===== src/rtl/branch_redirect_ctrl_pkg.sv =====
// Shared definitions for the branch/exception redirect controller:
// ROB index width, epoch width, FSM state encoding and small arithmetic helpers.
package branch_redirect_ctrl_pkg;

    localparam int DEF_ROB_W = 6;
    localparam int EPOCH_W   = 2;
    localparam int PC_W      = 32;
    localparam int CNT_W     = 16;

    typedef enum logic [1:0] {
        IDLE  = 2'd0,
        FLUSH = 2'd1,
        REDIR = 2'd2
    } redir_state_e;

    // The epoch is a small wrapping tag, so 3 rolls over to 0.
    function automatic logic [EPOCH_W-1:0] nextEpoch(input logic [EPOCH_W-1:0] epoch);
        return epoch + {{(EPOCH_W-1){1'b0}}, 1'b1};
    endfunction

    function automatic logic [CNT_W-1:0] satInc(input logic [CNT_W-1:0] count);
        return (count == {CNT_W{1'b1}}) ? count : count + {{(CNT_W-1){1'b0}}, 1'b1};
    endfunction

endpackage


===== src/rtl/branch_redirect_ctrl.sv =====
// Redirect controller: arbitrates BRU mispredicts and commit-time traps, bumps the
// speculation epoch, issues a one-cycle backend flush, then steers fetch to the new PC.
module branch_redirect_ctrl
    import branch_redirect_ctrl_pkg::*;
#(
    parameter int ROB_W = DEF_ROB_W
) (
    input  logic                clk,
    input  logic                rst_n,
    input  logic                bru_redirect_valid,
    input  logic [PC_W-1:0]     bru_redirect_pc,
    input  logic [EPOCH_W-1:0]  bru_epoch,
    input  logic [ROB_W-1:0]    bru_rob_idx,
    input  logic                exc_redirect_valid,
    input  logic [PC_W-1:0]     exc_redirect_pc,
    output logic [EPOCH_W-1:0]  cur_epoch,
    output logic                flush_valid,
    output logic                flush_all,
    output logic [ROB_W-1:0]    flush_rob_idx,
    output logic                fe_redirect_valid,
    output logic [PC_W-1:0]     fe_redirect_pc,
    input  logic                fe_redirect_ready,
    output logic                fe_stall,
    output logic [CNT_W-1:0]    redirect_cnt
);

    redir_state_e         r_state;
    logic [EPOCH_W-1:0]   r_epoch;
    logic [PC_W-1:0]      r_pc;
    logic [ROB_W-1:0]     r_rob_idx;
    logic                 r_flush_valid;
    logic                 r_flush_all;
    logic                 r_fe_valid;
    logic                 r_stall;
    logic [CNT_W-1:0]     r_cnt;

    logic                 w_take_exc;
    logic                 w_take_bru;
    logic                 w_accept;

    // An exception wins in every state; a BRU redirect only counts in IDLE with a
    // matching epoch, since anything arriving during recovery is already stale.
    assign w_take_exc = exc_redirect_valid;
    assign w_take_bru = (r_state == IDLE) && bru_redirect_valid
                        && (bru_epoch == r_epoch) && !exc_redirect_valid;
    assign w_accept   = w_take_exc || w_take_bru;

    always_ff @(posedge clk or negedge rst_n) begin
        if (!rst_n) begin
            r_state       <= IDLE;
            r_epoch       <= '0;
            r_pc          <= '0;
            r_rob_idx     <= '0;
            r_flush_valid <= 1'b0;
            r_flush_all   <= 1'b0;
            r_fe_valid    <= 1'b0;
            r_stall       <= 1'b0;
            r_cnt         <= '0;
        end else begin
            r_flush_valid <= 1'b0;
            r_flush_all   <= 1'b0;
            if (w_accept) begin
                // New or preempting redirect: restart recovery from FLUSH.
                r_state       <= FLUSH;
                r_epoch       <= nextEpoch(r_epoch);
                r_pc          <= w_take_exc ? exc_redirect_pc : bru_redirect_pc;
                r_rob_idx     <= w_take_exc ? '0 : bru_rob_idx;
                r_flush_valid <= 1'b1;
                r_flush_all   <= w_take_exc;
                r_fe_valid    <= 1'b0;
                r_stall       <= 1'b1;
                r_cnt         <= satInc(r_cnt);
            end else begin
                unique case (r_state)
                    IDLE: begin
                        r_fe_valid <= 1'b0;
                        r_stall    <= 1'b0;
                    end
                    FLUSH: begin
                        r_state    <= REDIR;
                        r_fe_valid <= 1'b1;
                        r_stall    <= 1'b1;
                    end
                    REDIR: begin
                        if (fe_redirect_ready) begin
                            r_state    <= IDLE;
                            r_fe_valid <= 1'b0;
                            r_stall    <= 1'b0;
                        end
                    end
                    default: begin
                        r_state    <= IDLE;
                        r_fe_valid <= 1'b0;
                        r_stall    <= 1'b0;
                    end
                endcase
            end
        end
    end

    assign cur_epoch         = r_epoch;
    assign flush_valid       = r_flush_valid;
    assign flush_all         = r_flush_all;
    assign flush_rob_idx     = r_rob_idx;
    assign fe_redirect_valid = r_fe_valid;
    assign fe_redirect_pc    = r_pc;
    assign fe_stall          = r_stall;
    assign redirect_cnt      = r_cnt;

endmodule


===== config.mk =====
export PLATFORM = sky130hd
export DESIGN_NAME = branch_redirect_ctrl
export DESIGN_NICKNAME = d
export VERILOG_FILES = /design/src/rtl/branch_redirect_ctrl_pkg.sv /design/src/rtl/branch_redirect_ctrl.sv
export SDC_FILE = /design/constraint.sdc
export NUM_CORES = 1
export LEC_CHECK = 0
export CAP_MARGIN = 30
export CORE_UTILIZATION = 35
export CTS_CLUSTER_SIZE = 10
export DETAILED_ROUTE_END_ITERATION = 10
export PLACE_DENSITY = 0.7
export SLEW_MARGIN = 10
export SYNTH_ARGS = -nofsm -noshare
export SYNTH_HDL_FRONTEND = slang
export SYNTH_SLANG_ARGS = --single-unit

===== constraint.sdc =====
create_clock -name clk -period 1.8 [get_ports clk]
set_input_delay 0.27 -clock clk [delete_from_list [all_inputs] [get_ports clk]]
set_output_delay 0.27 -clock clk [all_outputs]
set_load 0.05 [all_outputs]

==> results.md, run 1 <==
- Status: finished clean
- Pin count of the biggest net entering global routing: 72
- Worst path arrival time: 1.49 ns
- Top cells by area, synth: dfrtp_1, mux2i_1, o21ai_0
- Post-synthesis average cell area: 11.1 µm²
- Starting Density: 36.1%
- Seq cells post-synth: 62
- Yosys top cell area share: 56.0%
- IO Pins: 137
- Synth Area in Compound Gates: 7.49%
- CP Max Fanout: 2
- Drt first pass iters: 5
- Power Density: 1130 nW/µm²
- Logic pwr share: 37.8%
- Final instance area: 4480 µm²
- Area Growth Syn to Fin: 61.5%
- Post-Synth Adder-Cell Area: 0.451%
- Tmin final: 1.76 ns
- CP endpoint kind: output port
- CP required: 1.53 ns
- RSZ-0062 raised after global routing: false
- F_max: 567 MHz
- Routed wire per std cell: 14.7 µm
- Syn_nets: 328
- # Max-Cap Violations: 0
- Largest family of logic cells by synthesized area: multiplexers
- Max stage delay cell, worst path: clkdlybuf4s50_1
- Register area share after synthesis: 56.0%
- Antenna viol nets, final: 0
- Final worst slack: 0.0360 ns
- Hold Path Class: input pin to register
- Net Sw Power: 0.00190 W
- Sw Share: 37.4%
- Final Hold Slack: 0.327 ns
- Fin crit share: 98.0%
- Synth Warn #: 0
- CTS H-tree depth: 3
- Die width: 91.0 µm
- Post-CTS Setup Bufs: 0
- WP buf/inv: 1
- Post-Synth Simple-Gate Area: 12.8%
- Hold Vio Cnt, Final: 0
- Slowest Stage Delay on Critical Path: 0.80 ns
- Die ar.: 8280 µm²
- Vias: 2363
- Clock sink total: 62
- Critical Path, Cell by Cell: clkdlybuf4s50_1
- Commonest non-fill, non-tap cells in the layout: clkdlybuf4s50_1, dfrtp_1, nand2_1
- Later-pin clock latency in the skew report: 0.33 ns
- Row cnt: 32
- CTS Buffer Depth: 2
- TritonCTS clock tree: done
- Kind of critical path: register to output port
- Clock group share of total power: 26.2%
- Vias per inst: 4.72
- Vias in the first global route: 2335
- Seq pwr share: 35.9%
- Final #Nets: 472
- Slew HR: 59.6%
- Die height: 91.0 µm
- Most common cell after layout, fill and taps aside: clkdlybuf4s50_1
- Antenna violations before repair: 0
- GPL Wtd Cong: 0.750
- Global Route Usage Sum: 18.0%
- Num CTS Buffers: 9
- Worst vdd ir: 1230 µV
- DP Worst Slack: -0.138 ns
- Inserted Diodes: 0
- Core Area: 7690 µm²
- Kind of cell adding the most delay to the critical path: buffers and inverters
- Fin util: 58.2%
- Post-synthesis mux area share: 14.1%
- Setup violators final: 0
- Post-synthesis cell count: 250
- Static Leak: 2.26 nW
- CTS Root Cell: clkbuf_8
- Worst slew pin tran: 0.606 ns
- Post-synth top area cell: dfrtp_1
- CTS clock-pin slew for the worst setup and hold paths: 0.08 ns
- Total gr overflow: 0
- Clk_skew: 0.0129 ns
- Remaining DRCs: 0
- Total Wirelength: 7.37 mm
- Global-route wire length before repair: 11.6 mm
- DR iter-0 viols: 90
- CP Launch Type: register
- Port-buffer cells: 136
- Final-report max-slew violation count: 0
- Mapped Area: 2770 µm²
- XOR/XNOR share of the synthesized area: 6.00%
- Share of cells above drive strength 1: 17.0%
- Cell Int Power: 0.00318 W
- Distinct cell type count after synthesis: 25
- Post-DP HPWL: 5.22 mm
- Area after DPL: 4230 µm²
- Setup TNS: 0 ns
[Yosys cell counts]
cell and number:
buf_2 1, buf_4 1, buf_6 3, xor2_1 1
nor3b_2 1, o21ai_0 32, mux2_2 1, a31oi_4 1
nor2_1 9, and2_1 1, xnor2_1 18, or2_2 1
nand4_1 12, inv_1 2, and3_1 5, o21ba_4 1
clkbuf_1 9, mux2i_1 38, nor3_1 1, nand2_1 42
nand2b_1 1, a21oi_1 2, ha_1 1, dfrtp_1 62
nand3_1 4
[path summary, 6_finish.rpt]
path / start / end / slack, ns / cells after the start
min: exc_redirect_valid / r_state[0]$_DFFE_PN0P_ / 0.33 / 4
min reg2reg: redirect_cnt[15]$_DFFE_PN0P_ / redirect_cnt[15]$_DFFE_PN0P_ / 0.49 / 1
max reg2reg: redirect_cnt[0]$_DFFE_PN0P_ / redirect_cnt[1]$_DFFE_PN0P_ / 0.10 / 5
min in group asynchronous: rst_n / fe_redirect_pc[15]$_DFFE_PN0P_ / 0.48 / 3
max: fe_redirect_pc[16]$_DFFE_PN0P_ / fe_redirect_pc[16] / 0.04 / 1
max in group asynchronous: rst_n / cur_epoch[0]$_DFFE_PN0P_ / 1.04 / 3
[registers in the layout (all words and copies together), names as in the netlist]
signal             count
flush_rob_idx          6
cur_epoch              2
fe_stall               1
flush_valid            1
redirect_cnt          16
r_state                2
flush_all              1
fe_redirect_valid      1
fe_redirect_pc        32
[metal layers]
metal	up-vias	GRT usage (%)	routed length, µm
met2	99	28.3	3430
li1	1147	-	-
met4	0	6.35	58
met3	8	3.85	461
met1	1109	24.6	3430
met5	-	0	0
[logic make-up (layout without fill, tap and decap cells)]
kind of cell,count (synthesis),in the layout
AO/OA/AOI/OAI,36,36
XOR/XNOR,19,19
adder cells (fa/ha/maj),1,1
buffers and inverters,16,165
flip-flops,62,62
multiplexers,39,39
AND/OR/NAND/NOR,77,77
[stage by stage]
stage / total power [W] / cells
CTS: 0.00514 / 501
global route: 0.00531 / 501
floorplan: 0.00304 / 250
finish: 0.00507 / 501
detailed placement: 0.00379 / 484
global placement: 0.00375 / 484
[cell type report]
cell class	count	area, µm²
Clock buffer	12	145
Clock inverter	4	70.1
Fill cell	669	3210
Inverter	2	7.51
Multi-Input combinational cell	172	1150
Sequential cell	62	1560
Tap cell	102	128
Timing Repair Buffer	147	1410
[timing repair]
item                                   in CTS  in global routing
pin swaps                                   0                  0
gates resized for setup                     3                  9
hold buffers                                1                  0
endpoints found under the hold margin      62                  0
setup endpoints to repair                   3                  9
[power by group through the flow]
stage / clock network, W / registers [W] / logic [W]
after detailed placement: 0 / 0.00185 / 0.00194
after global placement: 0 / 0.00184 / 0.00190
after CTS: 0.00137 / 0.00183 / 0.00194
after global routing: 0.00143 / 0.00186 / 0.00202
final: 0.00133 / 0.00182 / 0.00192
after floorplan: 0 / 0.00255 / 0.000491
(Power assumes the default switching activity.)
==> run 2: changes to the inputs <==
--- a/config.mk
+++ b/config.mk
@@ -6,10 +6,12 @@
 export NUM_CORES = 1
 export LEC_CHECK = 0
 export CAP_MARGIN = 30
-export CORE_UTILIZATION = 35
+export CELL_PAD_IN_SITES_DETAIL_PLACEMENT = 2
+export CELL_PAD_IN_SITES_GLOBAL_PLACEMENT = 2
+export CORE_UTILIZATION = 24
 export CTS_CLUSTER_SIZE = 10
 export DETAILED_ROUTE_END_ITERATION = 10
-export PLACE_DENSITY = 0.7
+export PLACE_DENSITY = 0.8
 export SLEW_MARGIN = 10
 export SYNTH_ARGS = -nofsm -noshare
 export SYNTH_HDL_FRONTEND = slang
==> run 2 against run 1 <==
  * Design area increased by 3.4%
  * Total power increased by 9.4%
  * Critical path depth is the same
  * Clock-buffer cell count stayed put
  * Combinational power hardly changed
  * Non-clock buffer count stayed put
  * Sequential power up 2%
  * First-iteration DRC count fell by 24%
  * Maximum frequency hardly changed
  * Die area rose by 45%
  * Critical path type unchanged
  * Largest cell class unchanged
  * Largest power group unchanged
==> results.md, run 2 (synthesis results as in run 1) <==
- Clk_skew: 0.00619 ns
- WP buf/inv: 1
- Fillers: 1187
- CP required: 1.53 ns
- CP Max Fanout: 2
- Antenna viol nets, final: 0
- Vias per inst: 4.59
- Clock sink total: 62
- Fin util: 42.0%
- Reg2reg end: redirect_cnt[1]$_DFFE_PN0P_
- Share of cells above drive strength 1: 18.3%
- Most common cell after layout, fill and taps aside: clkdlybuf4s50_1
- CTS Root Cell: clkbuf_16
- Inserted Diodes: 0
- CP Launch Type: register
- Num CTS Buffers: 9
- Area Growth Syn to Fin: 67.0%
- CP Launch Point: fe_redirect_pc[3]$_DFFE_PN0P_
- Die height: 109 µm
- Port-buffer cells: 136
- TritonCTS clock tree: done
- Die ar.: 12000 µm²
- Global-route wire length before repair: 14.2 mm
- Area of the multi-input gates: 1160 µm²
- Register area: 1560 µm²
- CTS H-tree depth: 3
- Reg-to-Reg Start: redirect_cnt[0]$_DFFE_PN0P_
- Slowest Stage Delay on Critical Path: 0.82 ns
- Routed wire per std cell: 17.4 µm
- Final instance area: 4630 µm²
- IO Pins: 137
- RSZ-0062 raised after global routing: false
- Vias: 2475
- GPL Wtd Cong: 0.770
- Hold Path Class: input pin to register
- Global Route Usage Sum: 15.9%
- Tmin final: 1.76 ns
- Worst slew pin tran: 0.671 ns
- Final Hold Slack: 0.459 ns
- F_max: 567 MHz
- Starting Density: 25.1%
- Critical Path, Cell by Cell: clkdlybuf4s50_1
- Later-pin clock latency in the skew report: 0.33 ns
- Die width: 109 µm
- CTS clock-pin slew for the worst setup and hold paths: 0.05 ns
- Kind of critical path: register to output port
- Vias in the first global route: 2746
- Largest register FFs: 32
- Pin count of the biggest net entering global routing: 72
- Static Leak: 2.34 nW
- Fin crit share: 97.9%
- Hold Path End: r_state[0]$_DFFE_PN0P_
- Max stage delay cell, worst path: clkdlybuf4s50_1
- Commonest non-fill, non-tap cells in the layout: clkdlybuf4s50_1, dfrtp_1, nand2_1
- CTS Buffer Depth: 2
- Register-to-register path setup slack: 0.10 ns
- Final-report max-slew violation count: 0
- Post-CTS Setup Bufs: 0
- Power Density: 1200 nW/µm²
- Status: finished clean
- Core Area: 11000 µm²
- # Max-Cap Violations: 0
- Row cnt: 38
- Remaining DRCs: 0
- Finished Layout Cells: 539
- Placed Cells: 522
- CP endpoint kind: output port
- Total Wirelength: 9.36 mm
- Hold Vio Cnt, Final: 0
- Worst vdd ir: 945 µV
- DR iter-0 viols: 68
- Area after DPL: 4290 µm²
- Post-DP HPWL: 6.79 mm
- Antenna violations before repair: 0
- Setup violators final: 0
- Register-to-Register Path Depth: 5
- Hold path startpoint: exc_redirect_valid
- Worst path arrival time: 1.49 ns
- Hold depth: 5
- Drt first pass iters: 4
- Total gr overflow: 0
- Kind of cell adding the most delay to the critical path: buffers and inverters
- Final #Nets: 472
- Slew HR: 55.3%
[run 2: worst max-delay path by stage]
stage	end	slack [ns]	cells after the start
4_1_cts	fe_redirect_pc[4]	0.0009	1
3_5_place_dp	redirect_cnt[14]$_DFFE_PN0P_	-0.23	8
5_1_grt	fe_redirect_pc[26]	0.003	1
3_3_place_gp	redirect_cnt[1]$_DFFE_PN0P_	-0.17	6
6_report	fe_redirect_pc[3]	0.04	1
2_1_floorplan	redirect_cnt[6]$_DFFE_PN0P_	0.003	6
[run 2: layout make-up]
cell class / instances / share of cell area (%)
inverters: 2 / 0.162
clock buffers: 12 / 5.54
well taps: 140 / 3.78
repair buffers: 147 / 30.8
flip-flops and latches: 62 / 33.7
multi-input cells: 172 / 25.0
clock inverters: 4 / 0.973
[run 2: layer usage]
layer | vias to the layer above | share of wire, % | wire length, µm | track usage, %
met4 | 0 | 0.91 | 85 | 4.00
met1 | 1227 | 44 | 4110 | 19.4
li1 | 1148 | - | - | -
met5 | - | 0 | 0 | 0
met2 | 92 | 48 | 4530 | 27.1
met3 | 8 | 6.8 | 634 | 4.92
[run 2: repair_timing]
| item | 4_1_cts | 5_1_grt |
|---|---|---|
| gates resized for setup | 2 | 13 |
| pin swaps | 0 | 1 |
| hold buffers | 1 | 0 |
| endpoints found under the hold margin | 62 | 0 |
| endpoints found under the setup margin | 2 | 13 |
[run 2: power by group]
part / internal (W) / leakage, nW / switching (W)
combinational: 0.000746 / 1.41 / 0.00118
clock: 0.00114 / 0.152 / 0.000621
sequential: 0.00162 / 0.769 / 0.000245
total: 0.00350 / 2.34 / 0.00205
[run 2: metrics by stage]
stage / power [W] / worst slack (ns) / TNS [ns]
floorplan: 0.00304 / 0.00253 / 0
global placement: 0.00376 / -0.171 / -4.18
detailed placement: 0.00384 / -0.234 / -5.42
CTS: 0.00563 / 0.000876 / 0
global route: 0.00580 / 0.00297 / 0
finish: 0.00555 / 0.0371 / 0
==> run 3: changes to the inputs <==
--- a/config.mk
+++ b/config.mk
@@ -5,13 +5,15 @@
 export SDC_FILE = /design/constraint.sdc
 export NUM_CORES = 1
 export LEC_CHECK = 0
+export ABC_AREA = 1
 export CAP_MARGIN = 30
 export CELL_PAD_IN_SITES_DETAIL_PLACEMENT = 2
 export CELL_PAD_IN_SITES_GLOBAL_PLACEMENT = 2
-export CORE_UTILIZATION = 24
+export CORE_MARGIN = 5
+export CORE_UTILIZATION = 22
 export CTS_CLUSTER_SIZE = 10
 export DETAILED_ROUTE_END_ITERATION = 10
-export PLACE_DENSITY = 0.8
+export PLACE_DENSITY = 0.79
 export SLEW_MARGIN = 10
 export SYNTH_ARGS = -nofsm -noshare
 export SYNTH_HDL_FRONTEND = slang
==> run 3 against run 2 <==
  * Maximum frequency rose by 0.13%
  * Non-clock buffer count up 2
  * Total power increased by 3.9%
  * Final cell count is 45% higher
  * Critical path depth is the same
  * Worst hold slack better by 0.013 ns
  * Wire length up 34%
  * First-iteration DRC count up 21%
  * Register-to-register slack better by 0.04 ns
==> results.md, run 3 <==
- Most frequent cell after synthesis: nand2_1
- Reg-to-Reg Start: redirect_cnt[0]$_DFFE_PN0P_
- Inserted Diodes: 0
- Largest family of logic cells by synthesized area: simple AND/OR/NAND/NOR gates
- Setup TNS: 0 ns
- Clk_skew: 0.00587 ns
- Vias in the first global route: 3939
- DP Worst Slack: -0.0463 ns
- Share of cells above drive strength 1: 15.7%
- Total Power: 0.00577 W
- Remaining DRCs: 0
- Mapped Area: 3220 µm²
- Die height: 131 µm
- Yosys top cell area share: 48.2%
- DR iter-0 viols: 82
- Num CTS Buffers: 9
- Post-Synth Simple-Gate Area: 44.0%
- CTS Root Cell: clkbuf_16
- Post-synth EDFFs: 0
- Max stage delay cell, worst path: clkdlybuf4s50_1
- Slew HR: 62.1%
- CTS Buffer Depth: 2
- Later-pin clock latency in the skew report: 0.33 ns
- Static Leak: 2.69 nW
- Fin crit share: 97.8%
- Kind of cell adding the most delay to the critical path: buffers and inverters
- Die ar.: 17200 µm²
- Hold Vio Cnt, Final: 0
- Vias: 3454
- Core Area: 14400 µm²
- Drt first pass iters: 6
- Port-buffer cells: 136
- Register-to-Register Path Depth: 9
- # Max-Cap Violations: 0
- Power Density: 1130 nW/µm²
- CTS H-tree depth: 3
- Register-to-register path setup slack: 0.14 ns
- Finished Layout Cells: 783
- Routed wire per std cell: 16.1 µm
- Worst path arrival time: 1.49 ns
- Hold Path End: fe_redirect_pc[1]$_DFFE_PN0P_
- CP Launch Type: register
- Slowest Stage Delay on Critical Path: 0.81 ns
- XOR/XNOR share of the synthesized area: 2.18%
- Seq cells post-synth: 62
- CP required: 1.53 ns
- Largest register FFs: 32
- Reg2reg end: redirect_cnt[14]$_DFFE_PN0P_
- Post-Synth Adder-Cell Area: 0.389%
- Antenna viol nets, final: 0
- CP endpoint kind: output port
- Kind of critical path: register to output port
- Post-synth top area cell: dfrtp_1
- TritonCTS clock tree: done
- Post-synthesis average cell area: 7.11 µm²
- Most common cell after layout, fill and taps aside: nand2_1
- Die width: 131 µm
- Syn_nets: 531
- Post-DP HPWL: 9.52 mm
- Final worst slack: 0.0395 ns
- Post-synthesis mux area share: 0%
- WP buf/inv: 1
- GPL Wtd Cong: 0.780
- Tmin final: 1.76 ns
- Most frequent cells after synthesis: nand2_1, dfrtp_1, nand3_1
- Distinct cell type count after synthesis: 25
- Synth Area in Compound Gates: 0.427%
- Antenna violations before repair: 1
- F_max: 568 MHz
- Hold depth: 2
- Hold path startpoint: fe_redirect_pc[1]$_DFFE_PN0P_
- Global Route Usage Sum: 15.5%
- Placed Cells: 766
- Synth Flop Type: dfrtp_1
- CTS clock-pin slew for the worst setup and hold paths: 0.05 ns
- Status: finished clean
- Final #Nets: 672
- Final-report max-slew violation count: 0
- Register area share after synthesis: 48.2%
- Vias per inst: 4.41
- Commonest non-fill, non-tap cells in the layout: nand2_1, clkdlybuf4s50_1, dfrtp_1
- Worst vdd ir: 415 µV
- Top cells by area, synth: dfrtp_1, nand2_1, nand3_1
- Clock sink total: 62
- Synth Warn #: 0
- IO Pins: 137
- Pin count of the biggest net entering global routing: 63
- Async SR Flop Fraction: 100%
- Critical Path, Cell by Cell: clkdlybuf4s50_1
- CP Max Fanout: 2
- Area Growth Syn to Fin: 58.5%
- Row cnt: 44
- Post-CTS Setup Bufs: 0
- Setup violators final: 0
- Worst slew pin tran: 0.568 ns
- Global-route wire length before repair: 20.7 mm
- Hold Path Class: register to register
- Total Wirelength: 12.6 mm
- Total gr overflow: 0
- Starting Density: 22.3%
- Post-synthesis cell count: 453
- Fillers: 1720
run 3: cell count changes after synthesis, sizes merged, moves of 11 or more:
cell	before	now
nand3	4	26
nand2	42	289
mux2i	38	0
inv	2	13
xnor2	18	4
nor2	9	23
o21ai	32	1
run 3: report_power, final:
group / internal [W] / switching (W) / leakage (nW)
sequential: 0.00161 / 0.000218 / 0.784
combinational: 0.000637 / 0.00127 / 1.74
clock: 0.00143 / 0.000607 / 0.170
total: 0.00367 / 0.00209 / 2.69
run 3: timing repair:
item / 4_1_cts / 5_1_grt
resized for setup: 1 / 9
endpoints found under the hold margin: 62 / 0
endpoints found under the setup margin: 1 / 22
hold buffers: 1 / 0
pin swaps: 0 / 0
run 3: layout make-up:
| cell class | instances | area, µm² | area share, % |
|---|---|---|---|
| flip-flops and latches | 62 | 1550 | 30.4 |
| multi-input cells | 357 | 1520 | 29.9 |
| repair buffers | 149 | 1390 | 27.2 |
| clock buffers | 13 | 260 | 5.10 |
| well taps | 184 | 230 | 4.51 |
| clock inverters | 3 | 90.1 | 1.77 |
| inverters | 15 | 57.6 | 1.13 |
run 3: kinds of logic after synthesis:
| kind of cell | after synthesis |
|---|---|
| AO/OA/AOI/OAI | 2 |
| XOR/XNOR | 8 |
| adder cells (fa/ha/maj) | 1 |
| buffers and inverters | 34 |
| flip-flops | 62 |
| AND/OR/NAND/NOR | 346 |
run 3: worst max-delay path by stage:
stage | from | end | cells after the start
3_3_place_gp | bru_redirect_valid | redirect_cnt[15]$_DFFE_PN0P_ | 9
6_report | flush_rob_idx[3]$_DFFE_PN0P_ | flush_rob_idx[3] | 1
2_1_floorplan | redirect_cnt[5]$_DFFE_PN0P_ | redirect_cnt[4]$_DFFE_PN0P_ | 7
5_1_grt | redirect_cnt[0]$_DFFE_PN0P_ | redirect_cnt[11]$_DFFE_PN0P_ | 7
4_1_cts | flush_rob_idx[0]$_DFFE_PN0P_ | flush_rob_idx[0] | 1
3_5_place_dp | bru_epoch[0] | redirect_cnt[11]$_DFFE_PN0P_ | 8
run 3: stage by stage:
step | utilization (%) | hold slack (ns) | area [µm²]
after floorplan | - | -0.0256 | 3220
after global placement | 32.7 | 0.314 | 4720
after detailed placement | 32.7 | 0.321 | 4720
after CTS | 35.2 | 0.477 | 5070
after global routing | 35.4 | 0.507 | 5100
final | 35.4 | 0.472 | 5100
run 3: metal layers:
layer / GRT usage (%) / routed length [µm]
met4: 3.93 / 140
met5: 0 / 7
met2: 27.5 / 6460
met3: 6.34 / 1080
met1: 17.2 / 4900
